--- config.mk ---
export PLATFORM = sky130hd
export DESIGN_NAME = dma_channel_scheduler_flat
export DESIGN_NICKNAME = d
export VERILOG_FILES = /design/src/rtl/dma_channel_scheduler_pkg.sv /design/src/rtl/dma_channel_scheduler_if.sv /design/src/rtl/dma_channel_scheduler_rr_arbiter.sv /design/src/rtl/dma_channel_scheduler.sv /design/src/flat_wrapper.sv
export SDC_FILE = /design/constraint.sdc
export NUM_CORES = 1
export LEC_CHECK = 0
export CAP_MARGIN = 0
export CORE_UTILIZATION = 50
export DETAILED_ROUTE_END_ITERATION = 10
export HOLD_SLACK_MARGIN = 0.05
export PLACE_DENSITY = 0.82
export SLEW_MARGIN = 40
export SYNTH_ARGS = -nofsm -noshare
export SYNTH_HDL_FRONTEND = slang
export SYNTH_SLANG_ARGS = --single-unit
export TNS_END_PERCENT = 50
--- constraint.sdc ---
create_clock -name ACLK -period 9 [get_ports ACLK]
set_input_delay 0.9 -clock ACLK [delete_from_list [all_inputs] [get_ports ACLK]]
set_output_delay 0.9 -clock ACLK [all_outputs]
set_load 0.01 [all_outputs]
--- src/rtl/dma_channel_scheduler_pkg.sv ---
// ============================================================================
//  Module   : dma_pkg
//  Purpose  : Shared constants, AXI burst encodings and FSM state type for the
//             multi-channel DMA scheduler.
//  Revision : 1.0 - initial release
// ============================================================================
`default_nettype none

package dma_pkg;

    localparam int CTRL_START_BIT  = 0;
    localparam int STATUS_DONE_BIT = 0;
    localparam int STATUS_ERR_BIT  = 1;

    localparam logic [1:0] BURST_FIXED = 2'd0;
    localparam logic [1:0] BURST_INCR  = 2'd1;
    localparam logic [1:0] BURST_WRAP  = 2'd2;

    typedef enum logic [1:0] {
        S_IDLE   = 2'd0,
        S_LAUNCH = 2'd1,
        S_WAIT   = 2'd2,
        S_RETIRE = 2'd3
    } sched_state_t;

endpackage

`default_nettype wire

--- src/rtl/dma_channel_scheduler_if.sv ---
// ============================================================================
//  Module   : dma_channel_scheduler_if
//  Purpose  : Requester descriptor bus, dma_master config/status bus and the
//             per-channel status outputs of the scheduler.
//  Revision : 1.0 - initial release
// ============================================================================
`default_nettype none

interface dma_channel_scheduler_if #(
    parameter int NUM_CH     = 4,
    parameter int ADDR_WIDTH = 32,
    parameter int DATA_WIDTH = 32
);
    localparam int CH_W = (NUM_CH > 1) ? $clog2(NUM_CH) : 1;

    logic [NUM_CH-1:0]            req_valid;
    logic [NUM_CH-1:0]            req_ready;
    logic [NUM_CH*ADDR_WIDTH-1:0] req_src;
    logic [NUM_CH*ADDR_WIDTH-1:0] req_dst;
    logic [NUM_CH*8-1:0]          req_len;
    logic [NUM_CH*2-1:0]          req_burst;

    logic [DATA_WIDTH-1:0]        dma_src_reg;
    logic [DATA_WIDTH-1:0]        dma_dst_reg;
    logic [DATA_WIDTH-1:0]        dma_len_reg;
    logic [DATA_WIDTH-1:0]        dma_ctrl_reg;
    logic [1:0]                   dma_burst_reg;
    logic                         dma_done;
    logic                         dma_err;

    logic [NUM_CH-1:0]            ch_done;
    logic [NUM_CH-1:0]            ch_err;
    logic                         busy;
    logic [CH_W-1:0]              active_ch;

    // Scheduler side
    modport master (
        input  req_valid, req_src, req_dst, req_len, req_burst,
        input  dma_done, dma_err,
        output req_ready,
        output dma_src_reg, dma_dst_reg, dma_len_reg, dma_ctrl_reg, dma_burst_reg,
        output ch_done, ch_err, busy, active_ch
    );

    // Requester / dma_master side
    modport slave (
        output req_valid, req_src, req_dst, req_len, req_burst,
        output dma_done, dma_err,
        input  req_ready,
        input  dma_src_reg, dma_dst_reg, dma_len_reg, dma_ctrl_reg, dma_burst_reg,
        input  ch_done, ch_err, busy, active_ch
    );

endinterface

`default_nettype wire

--- src/rtl/dma_channel_scheduler_rr_arbiter.sv ---
// ============================================================================
//  Module   : dma_rr_arbiter
//  Purpose  : Combinational round-robin picker: first pending channel at or
//             after the pointer, wrapping modulo NUM_CH.
//  Revision : 1.0 - initial release
// ============================================================================
`default_nettype none

module dma_rr_arbiter #(
    parameter int NUM_CH = 4,
    localparam int CH_W  = (NUM_CH > 1) ? $clog2(NUM_CH) : 1
) (
    input  wire [NUM_CH-1:0] i_pending,
    input  wire [CH_W-1:0]   i_rr_ptr,
    output logic [CH_W-1:0]  o_grant,
    output logic             o_any_pending
);

    // Walk offsets from farthest to nearest so the nearest pending channel wins
    always_comb begin
        o_grant = '0;
        for (int i = NUM_CH - 1; i >= 0; i--) begin
            if (i_pending[(int'(i_rr_ptr) + i) % NUM_CH]) begin
                o_grant = CH_W'((int'(i_rr_ptr) + i) % NUM_CH);
            end
        end
    end

    assign o_any_pending = |i_pending;

endmodule

`default_nettype wire

--- src/rtl/dma_channel_scheduler.sv ---
// ============================================================================
//  Module   : dma_channel_scheduler
//  Purpose  : Latches per-channel descriptors and serialises them round-robin
//             onto the single dma_master engine. Optional watchdog in WAIT is
//             enabled by defining DMA_SCHED_TIMEOUT_EN.
//  Revision : 1.0 - initial release
// ============================================================================
`default_nettype none

module dma_channel_scheduler
    import dma_pkg::*;
#(
    parameter int NUM_CH         = 4,
    parameter int ADDR_WIDTH     = 32,
    parameter int DATA_WIDTH     = 32,
    parameter int TIMEOUT_CYCLES = 4096
) (
    input  wire                     ACLK,
    input  wire                     ARESETN,
`ifdef DMA_SCHED_TIMEOUT_EN
    output logic                    timeout_flag,
`endif
    dma_channel_scheduler_if.master bus
);

    localparam int CH_W = (NUM_CH > 1) ? $clog2(NUM_CH) : 1;

    generate
        if (NUM_CH < 2 || NUM_CH > 16 || TIMEOUT_CYCLES < 2) begin : g_param_check
            $error("dma_channel_scheduler: NUM_CH must be 2..16 and TIMEOUT_CYCLES >= 2");
        end
    endgenerate

    sched_state_t          r_state;
    sched_state_t          w_state_nxt;

    logic [NUM_CH-1:0]     r_pending;
    logic [NUM_CH-1:0]     r_ch_err;
    logic [CH_W-1:0]       r_rr_ptr;
    logic [CH_W-1:0]       r_active_ch;
    logic                  r_done_q;
    logic                  r_err_lat;

    logic [DATA_WIDTH-1:0] r_dma_src;
    logic [DATA_WIDTH-1:0] r_dma_dst;
    logic [DATA_WIDTH-1:0] r_dma_len;
    logic [1:0]            r_dma_burst;

    logic [ADDR_WIDTH-1:0] r_src_sh   [NUM_CH];
    logic [ADDR_WIDTH-1:0] r_dst_sh   [NUM_CH];
    logic [7:0]            r_len_sh   [NUM_CH];
    logic [1:0]            r_burst_sh [NUM_CH];

    logic [NUM_CH-1:0]     w_accept;
    logic [NUM_CH-1:0]     w_retire_mask;
    logic [CH_W-1:0]       w_grant;
    logic                  w_any_pending;
    logic                  w_grant_zero;
    logic                  w_done_edge;
    logic                  w_timeout;
    logic [CH_W-1:0]       w_rr_next;

    dma_rr_arbiter #(
        .NUM_CH        (NUM_CH)
    ) u_arb (
        .i_pending     (r_pending),
        .i_rr_ptr      (r_rr_ptr),
        .o_grant       (w_grant),
        .o_any_pending (w_any_pending)
    );

    assign w_accept      = bus.req_valid & ~r_pending;
    assign w_retire_mask = (r_state == S_RETIRE) ? (NUM_CH'(1) << r_active_ch) : '0;
    assign w_grant_zero  = (r_len_sh[w_grant] == 8'd0);
    // Only a rising edge counts: done stays high from the previous transfer
    assign w_done_edge   = bus.dma_done & ~r_done_q;
    assign w_rr_next     = (r_active_ch == CH_W'(NUM_CH - 1)) ? '0 : r_active_ch + 1'b1;

`ifdef DMA_SCHED_TIMEOUT_EN
    localparam int CNT_W = $clog2(TIMEOUT_CYCLES) + 1;

    logic [CNT_W-1:0] r_to_cnt;
    logic             r_timeout_flag;

    assign w_timeout = (r_state == S_WAIT) && (r_to_cnt == CNT_W'(TIMEOUT_CYCLES - 1));

    always_ff @(posedge ACLK or negedge ARESETN) begin
        if (!ARESETN) begin
            r_to_cnt       <= '0;
            r_timeout_flag <= 1'b0;
        end else begin
            if (r_state == S_LAUNCH) begin
                r_to_cnt <= '0;
            end else if (r_state == S_WAIT) begin
                r_to_cnt <= r_to_cnt + 1'b1;
            end
            if (w_timeout && !w_done_edge) begin
                r_timeout_flag <= 1'b1;
            end
        end
    end

    assign timeout_flag = r_timeout_flag;
`else
    assign w_timeout = 1'b0;
`endif

    always_ff @(posedge ACLK or negedge ARESETN) begin
        if (!ARESETN) begin
            r_state <= S_IDLE;
        end else begin
            r_state <= w_state_nxt;
        end
    end

    always_comb begin
        w_state_nxt = r_state;
        case (r_state)
            S_IDLE: begin
                if (w_any_pending) begin
                    w_state_nxt = w_grant_zero ? S_RETIRE : S_LAUNCH;
                end
            end
            S_LAUNCH: w_state_nxt = S_WAIT;
            S_WAIT: begin
                if (w_done_edge || w_timeout) begin
                    w_state_nxt = S_RETIRE;
                end
            end
            S_RETIRE: w_state_nxt = S_IDLE;
            default:  w_state_nxt = S_IDLE;
        endcase
    end

    // Descriptor shadows carry no reset; they are only read once pending is set
    always_ff @(posedge ACLK) begin
        for (int i = 0; i < NUM_CH; i++) begin
            if (w_accept[i]) begin
                r_src_sh[i]   <= bus.req_src[i*ADDR_WIDTH +: ADDR_WIDTH];
                r_dst_sh[i]   <= bus.req_dst[i*ADDR_WIDTH +: ADDR_WIDTH];
                r_len_sh[i]   <= bus.req_len[i*8 +: 8];
                r_burst_sh[i] <= bus.req_burst[i*2 +: 2];
            end
        end
    end

    always_ff @(posedge ACLK or negedge ARESETN) begin
        if (!ARESETN) begin
            r_pending   <= '0;
            r_ch_err    <= '0;
            r_rr_ptr    <= '0;
            r_active_ch <= '0;
            r_done_q    <= 1'b0;
            r_err_lat   <= 1'b0;
            r_dma_src   <= '0;
            r_dma_dst   <= '0;
            r_dma_len   <= '0;
            r_dma_burst <= '0;
        end else begin
            r_done_q  <= bus.dma_done;
            r_pending <= (r_pending | w_accept) & ~w_retire_mask;
            r_ch_err  <= (r_ch_err & ~w_accept) | (r_err_lat ? w_retire_mask : '0);

            case (r_state)
                S_IDLE: begin
                    if (w_any_pending) begin
                        r_active_ch <= w_grant;
                        r_dma_src   <= DATA_WIDTH'(r_src_sh[w_grant]);
                        r_dma_dst   <= DATA_WIDTH'(r_dst_sh[w_grant]);
                        r_dma_len   <= DATA_WIDTH'(r_len_sh[w_grant]);
                        r_dma_burst <= r_burst_sh[w_grant];
                        r_err_lat   <= w_grant_zero;
                    end
                end
                S_WAIT: begin
                    if (w_done_edge) begin
                        r_err_lat <= bus.dma_err;
                    end else if (w_timeout) begin
                        r_err_lat <= 1'b1;
                    end
                end
                S_RETIRE: begin
                    r_rr_ptr <= w_rr_next;
                end
                default: begin
                end
            endcase
        end
    end

    assign bus.req_ready     = ~r_pending;
    assign bus.dma_src_reg   = r_dma_src;
    assign bus.dma_dst_reg   = r_dma_dst;
    assign bus.dma_len_reg   = r_dma_len;
    assign bus.dma_burst_reg = r_dma_burst;
    assign bus.dma_ctrl_reg  = (r_state == S_LAUNCH) ? (DATA_WIDTH'(1) << CTRL_START_BIT) : '0;
    assign bus.ch_done       = w_retire_mask;
    assign bus.ch_err        = r_ch_err;
    assign bus.busy          = (r_state != S_IDLE);
    assign bus.active_ch     = r_active_ch;

endmodule

`default_nettype wire

--- src/flat_wrapper.sv ---
// flat-port wrapper written by rule: the top's interface ports become plain ports
module dma_channel_scheduler_flat import dma_pkg::*;
#(
    parameter int NUM_CH         = 4,
    parameter int ADDR_WIDTH     = 32,
    parameter int DATA_WIDTH     = 32,
    parameter int TIMEOUT_CYCLES = 4096
)
  (ACLK, ARESETN, bus_req_valid, bus_req_src, bus_req_dst, bus_req_len, bus_req_burst, bus_dma_done, bus_dma_err, bus_req_ready, bus_dma_src_reg, bus_dma_dst_reg, bus_dma_len_reg, bus_dma_ctrl_reg, bus_dma_burst_reg, bus_ch_done, bus_ch_err, bus_busy, bus_active_ch);
  dma_channel_scheduler_if #(.NUM_CH(NUM_CH), .ADDR_WIDTH(ADDR_WIDTH), .DATA_WIDTH(DATA_WIDTH)) bus_i ();
  input  wire ACLK;
  input  wire ARESETN;
  input wire logic [$bits(bus_i.req_valid)-1:0] bus_req_valid;
  input wire logic [$bits(bus_i.req_src)-1:0] bus_req_src;
  input wire logic [$bits(bus_i.req_dst)-1:0] bus_req_dst;
  input wire logic [$bits(bus_i.req_len)-1:0] bus_req_len;
  input wire logic [$bits(bus_i.req_burst)-1:0] bus_req_burst;
  input wire logic [$bits(bus_i.dma_done)-1:0] bus_dma_done;
  input wire logic [$bits(bus_i.dma_err)-1:0] bus_dma_err;
  output wire logic [$bits(bus_i.req_ready)-1:0] bus_req_ready;
  output wire logic [$bits(bus_i.dma_src_reg)-1:0] bus_dma_src_reg;
  output wire logic [$bits(bus_i.dma_dst_reg)-1:0] bus_dma_dst_reg;
  output wire logic [$bits(bus_i.dma_len_reg)-1:0] bus_dma_len_reg;
  output wire logic [$bits(bus_i.dma_ctrl_reg)-1:0] bus_dma_ctrl_reg;
  output wire logic [$bits(bus_i.dma_burst_reg)-1:0] bus_dma_burst_reg;
  output wire logic [$bits(bus_i.ch_done)-1:0] bus_ch_done;
  output wire logic [$bits(bus_i.ch_err)-1:0] bus_ch_err;
  output wire logic [$bits(bus_i.busy)-1:0] bus_busy;
  output wire logic [$bits(bus_i.active_ch)-1:0] bus_active_ch;
  assign bus_i.req_valid = bus_req_valid;
  assign bus_i.req_src = bus_req_src;
  assign bus_i.req_dst = bus_req_dst;
  assign bus_i.req_len = bus_req_len;
  assign bus_i.req_burst = bus_req_burst;
  assign bus_i.dma_done = bus_dma_done;
  assign bus_i.dma_err = bus_dma_err;
  assign bus_req_ready = bus_i.req_ready;
  assign bus_dma_src_reg = bus_i.dma_src_reg;
  assign bus_dma_dst_reg = bus_i.dma_dst_reg;
  assign bus_dma_len_reg = bus_i.dma_len_reg;
  assign bus_dma_ctrl_reg = bus_i.dma_ctrl_reg;
  assign bus_dma_burst_reg = bus_i.dma_burst_reg;
  assign bus_ch_done = bus_i.ch_done;
  assign bus_ch_err = bus_i.ch_err;
  assign bus_busy = bus_i.busy;
  assign bus_active_ch = bus_i.active_ch;
  dma_channel_scheduler #(.NUM_CH(NUM_CH), .ADDR_WIDTH(ADDR_WIDTH), .DATA_WIDTH(DATA_WIDTH), .TIMEOUT_CYCLES(TIMEOUT_CYCLES)) u_core (.ACLK(ACLK), .ARESETN(ARESETN), .bus(bus_i));
endmodule
==> summary.md <==
| Metric | Value |
|---|---|
| DRC | 0 |
| Synth Area in XOR/XNOR | 0% |
| Area of the core | 0.02972 mm² |
| Worst-path clk slew | 0.06 ns |
| FMAX | 0.3411 GHz |
| Count of final setup violators | 0 |
| Final Hold Fails | 0 |
| Area share of the largest cell type after synthesis | 58.72% |
| Area leader, netlist | edfxtp_1 |
| Clk buf depth | 3 |
| Seq cells post-synth | 386 |
| Adder-Cell Fraction of Synth Area | 0.6612% |
| Layout cells sized above 1 | 5.484% |
| Warnings, synthesis | 0 |
| Final WS setup | 6.069 ns |
| Comb power frac | 42.5% |
| CTS tree | yes |
| Average cell area after synthesis | 12.56 µm² |
| Final Cycle Share | 32.57% |
| Req. time, crit path | 8.10 ns |
| Biggest regs | u_core.r_dst_sh: 128 flops, u_core.r_src_sh: 128 flops |
| Clock root buffer | clkbuf_16 |
| LEAKAGE | 7.936 nW |
| Worst slew pin tran | 0.8337 ns |
| First DRT Iteration DRCs | 665 |
| Die Width | 176 µm |
| Min Tclk post-route | 2.931 ns |
| VDD IR max | 0.2065 mV |
| Power per cell area | 345.4 mW/mm² |
| Pin count of the biggest net entering global routing | 99 |
| GRT Residual Overflow | 0 |
| Drt via density | 5.204 |
| Critical-path top delay cell | clkdlybuf4s50_1 |
| Post-CTS setup buffers | 0 |
| Pint | 0.004417 W |
| Largest family of logic cells by synthesized area | simple AND/OR/NAND/NOR gates |
| Post-Synth Simple-Gate Area | 13.01% |
| Sequential share of the synthesized area | 73.59% |
| Ranking of synthesized cells by area | edfxtp_1 59%, dfrtp_1 15%, nand2_1 9.9% |
| Post-synthesis cell type count | 33 |
| Initial Util | 50.94% |
| Synthesized area | 0.01514 mm² |
| Setup TNS | 0 ns |
| TritonCTS sink count | 386 |
| Post-cts sizing count | 0 |
| Crit Path Class | reg -> out |
| Post-synthesis compound-gate area fraction | 5.372% |
| Routability cong. | 0.8040 |
| Setup crit end kind | output port |
| Flop pwr share | 35.4% |
| First-pass GRT wire length | 60.33 mm |
| P&R area growth vs syn | 36.13% |
| Num ports | 449 |
| Place WS | 5.915 ns |
| Final Skew | 0.02931 ns |
| Crit path DAT | 2.03 ns |
| Buffers on Ports | 393 |
| Post-Syn Instances | 1,205 |
| Critical path startpoint category | flip-flop |
| GRT Total Usage | 25.98% |
| Run status | finished, final reports clean |
| Die ar. | 0.03098 mm² |
| Routed WL | 39.66 mm |
| Slew headroom | 44.42% |
| Hold Buf Count CTS | 0 |
| Routed len/inst | 19.68 µm |
| Vias after detailed routing | 10,490 |
| Multiplexer share of the synthesized area | 2.537% |
| Initial antenna violation count | 2 |
| Htree depth | 2 |
| Crit path max fanout | 6 |
| Max Slew Vio Count | 0 |
| Vias in the first global route | 10,800 |
| Worst skew pair latency | 0.53 ns |
| DP HPWL | 26.15 mm |
| Sw frac | 37.95% |
| DR pass1 iterations | 5 |
| Final ANT Viol Nets | 0 |
| Psw | 0.002701 W |
| Fillers | 1,977 |
| Rows | 63 |
| Nets@finish | 1,905 |
| Die Ht | 176 µm |
| # Max-Cap Violations | 0 |
| Clock power share | 22.1% |
| Total CTS buffers | 40 |
| Hold crit path type | in -> async |
| RSZ-0062 raised after global routing | no |
| Crit-path cells | ha_1 -> and2_1 -> clkdlybuf4s50_1 |
| Max incr delay on CP | 0.59 ns |
-- layout by cell type (no fill, tap or decap), drive strengths merged, types with 19 or more instances in the layout --
cell / synthesis / routed
edfxtp: 296 / 296
buf: 70 / 19
nand3: 67 / 67
conb: 1 / 55
clkdlybuf4s50: 0 / 392
nand2: 399 / 399
o21ai: 134 / 134
clkbuf: 49 / 61
mux2i: 26 / 26
dfrtp: 90 / 90
-- per-layer routing --
metal	routed length, µm	track usage, %
met5	0	0
met4	1849	12.86
met3	3160	5.922
met2	20250	44.80
met1	14400	30.67
-- kinds of logic (layout without fill, tap and decap cells) --
family                   after synthesis  after routing
multiplexers                          37             37
other                                  1             57
adder cells (fa/ha/maj)                8              8
flip-flops                           386            386
AND/OR/NAND/NOR                      491            491
AO/OA/AOI/OAI                        150            150
buffers and inverters                132            496
-- area by class of cell --
| class | instances | area, µm² | share of cell area, % |
|---|---|---|---|
| clock inverters | 11 | 100.1 | 0.4857 |
| multi-input cells | 741 | 3541 | 17.18 |
| repair buffers | 411 | 4134 | 20.06 |
| inverters | 13 | 48.80 | 0.2368 |
| diodes | 2 | 5.005 | 0.02429 |
| clock buffers | 61 | 1150 | 5.580 |
| well taps | 390 | 488.0 | 2.368 |
| flip-flops and latches | 386 | 11140 | 54.06 |
-- critical path: cells and delay by family, from the launching register on --
family / cells / cell delay [ns]
simple gates: 1 / 0.25
fa+ha+maj: 1 / 0.27
buf+inv: 1 / 0.59
flops: 1 / 0.41
-- cells in the mapped netlist --
cell       count
a211oi_2       1
a21boi_0       1
a21o_1         1
a21oi_1        2
a221o_1        1
a221oi_2       1
a32oi_1        2
and2_1         4
buf_1          2
buf_2         11
buf_4         56
buf_6          1
clkbuf_1      49
conb_1         1
dfrtp_1       90
edfxtp_1     296
ha_1           8
inv_1         13
mux2_1         8
mux2_2         3
mux2i_1       26
nand2_1      399
nand2b_1       2
nand3_1       67
nor2_1        13
nor2b_1        4
nor4_2         2
o21ai_0        1
o21ai_1      133
o22a_1         1
o22ai_1        1
o2bb2ai_1      4
o31ai_2        1
-- power by group through the flow --
stage,Clock [W],Combinational (W),Sequential (W)
floorplan,0,0.00181,0.00260
global placement,0,0.00288,0.00254
detailed placement,0,0.00302,0.00255
CTS,0.00159,0.00305,0.00252
global route,0.00166,0.00333,0.00256
finish,0.00157,0.00303,0.00252
-- metrics by stage --
| stage | utilization [%] | std cells | hold slack, ns | cell area [µm²] | power (W) |
|---|---|---|---|---|---|
| finish | 69.34 | 2015 | 0.3331 | 20610 | 0.007118 |
| global route | 69.34 | 2015 | 0.3747 | 20610 | 0.007549 |
| CTS | 69.30 | 2013 | 0.4580 | 20590 | 0.007162 |
| detailed placement | 65.10 | 1941 | 0.4744 | 19340 | 0.005571 |
| global placement | 64.79 | 1937 | 0.4667 | 19250 | 0.005420 |
| floorplan | - | 1259 | 0.5168 | 15340 | 0.004412 |
-- final timing paths --
check                                      startpoint                         end  slack, ns  depth (start not counted)
max                                 u_core.r_state[0]              bus_ch_done[1]       6.07                          3
min                                           ARESETN         u_core.r_pending[0]       0.33                          1
max reg2reg                        u_core.r_rr_ptr[1]           u_core.r_state[1]       6.19                          8
min reg2reg                u_core.bus.dma_dst_reg[11]  u_core.bus.dma_dst_reg[11]       0.48                          2
max in group asynchronous                     ARESETN             u_core.r_done_q       7.56                          2
min in group ACLK          u_core.bus.dma_dst_reg[11]  u_core.bus.dma_dst_reg[11]       0.48                          2
Note: power is estimated with default switching activity, not from simulation.
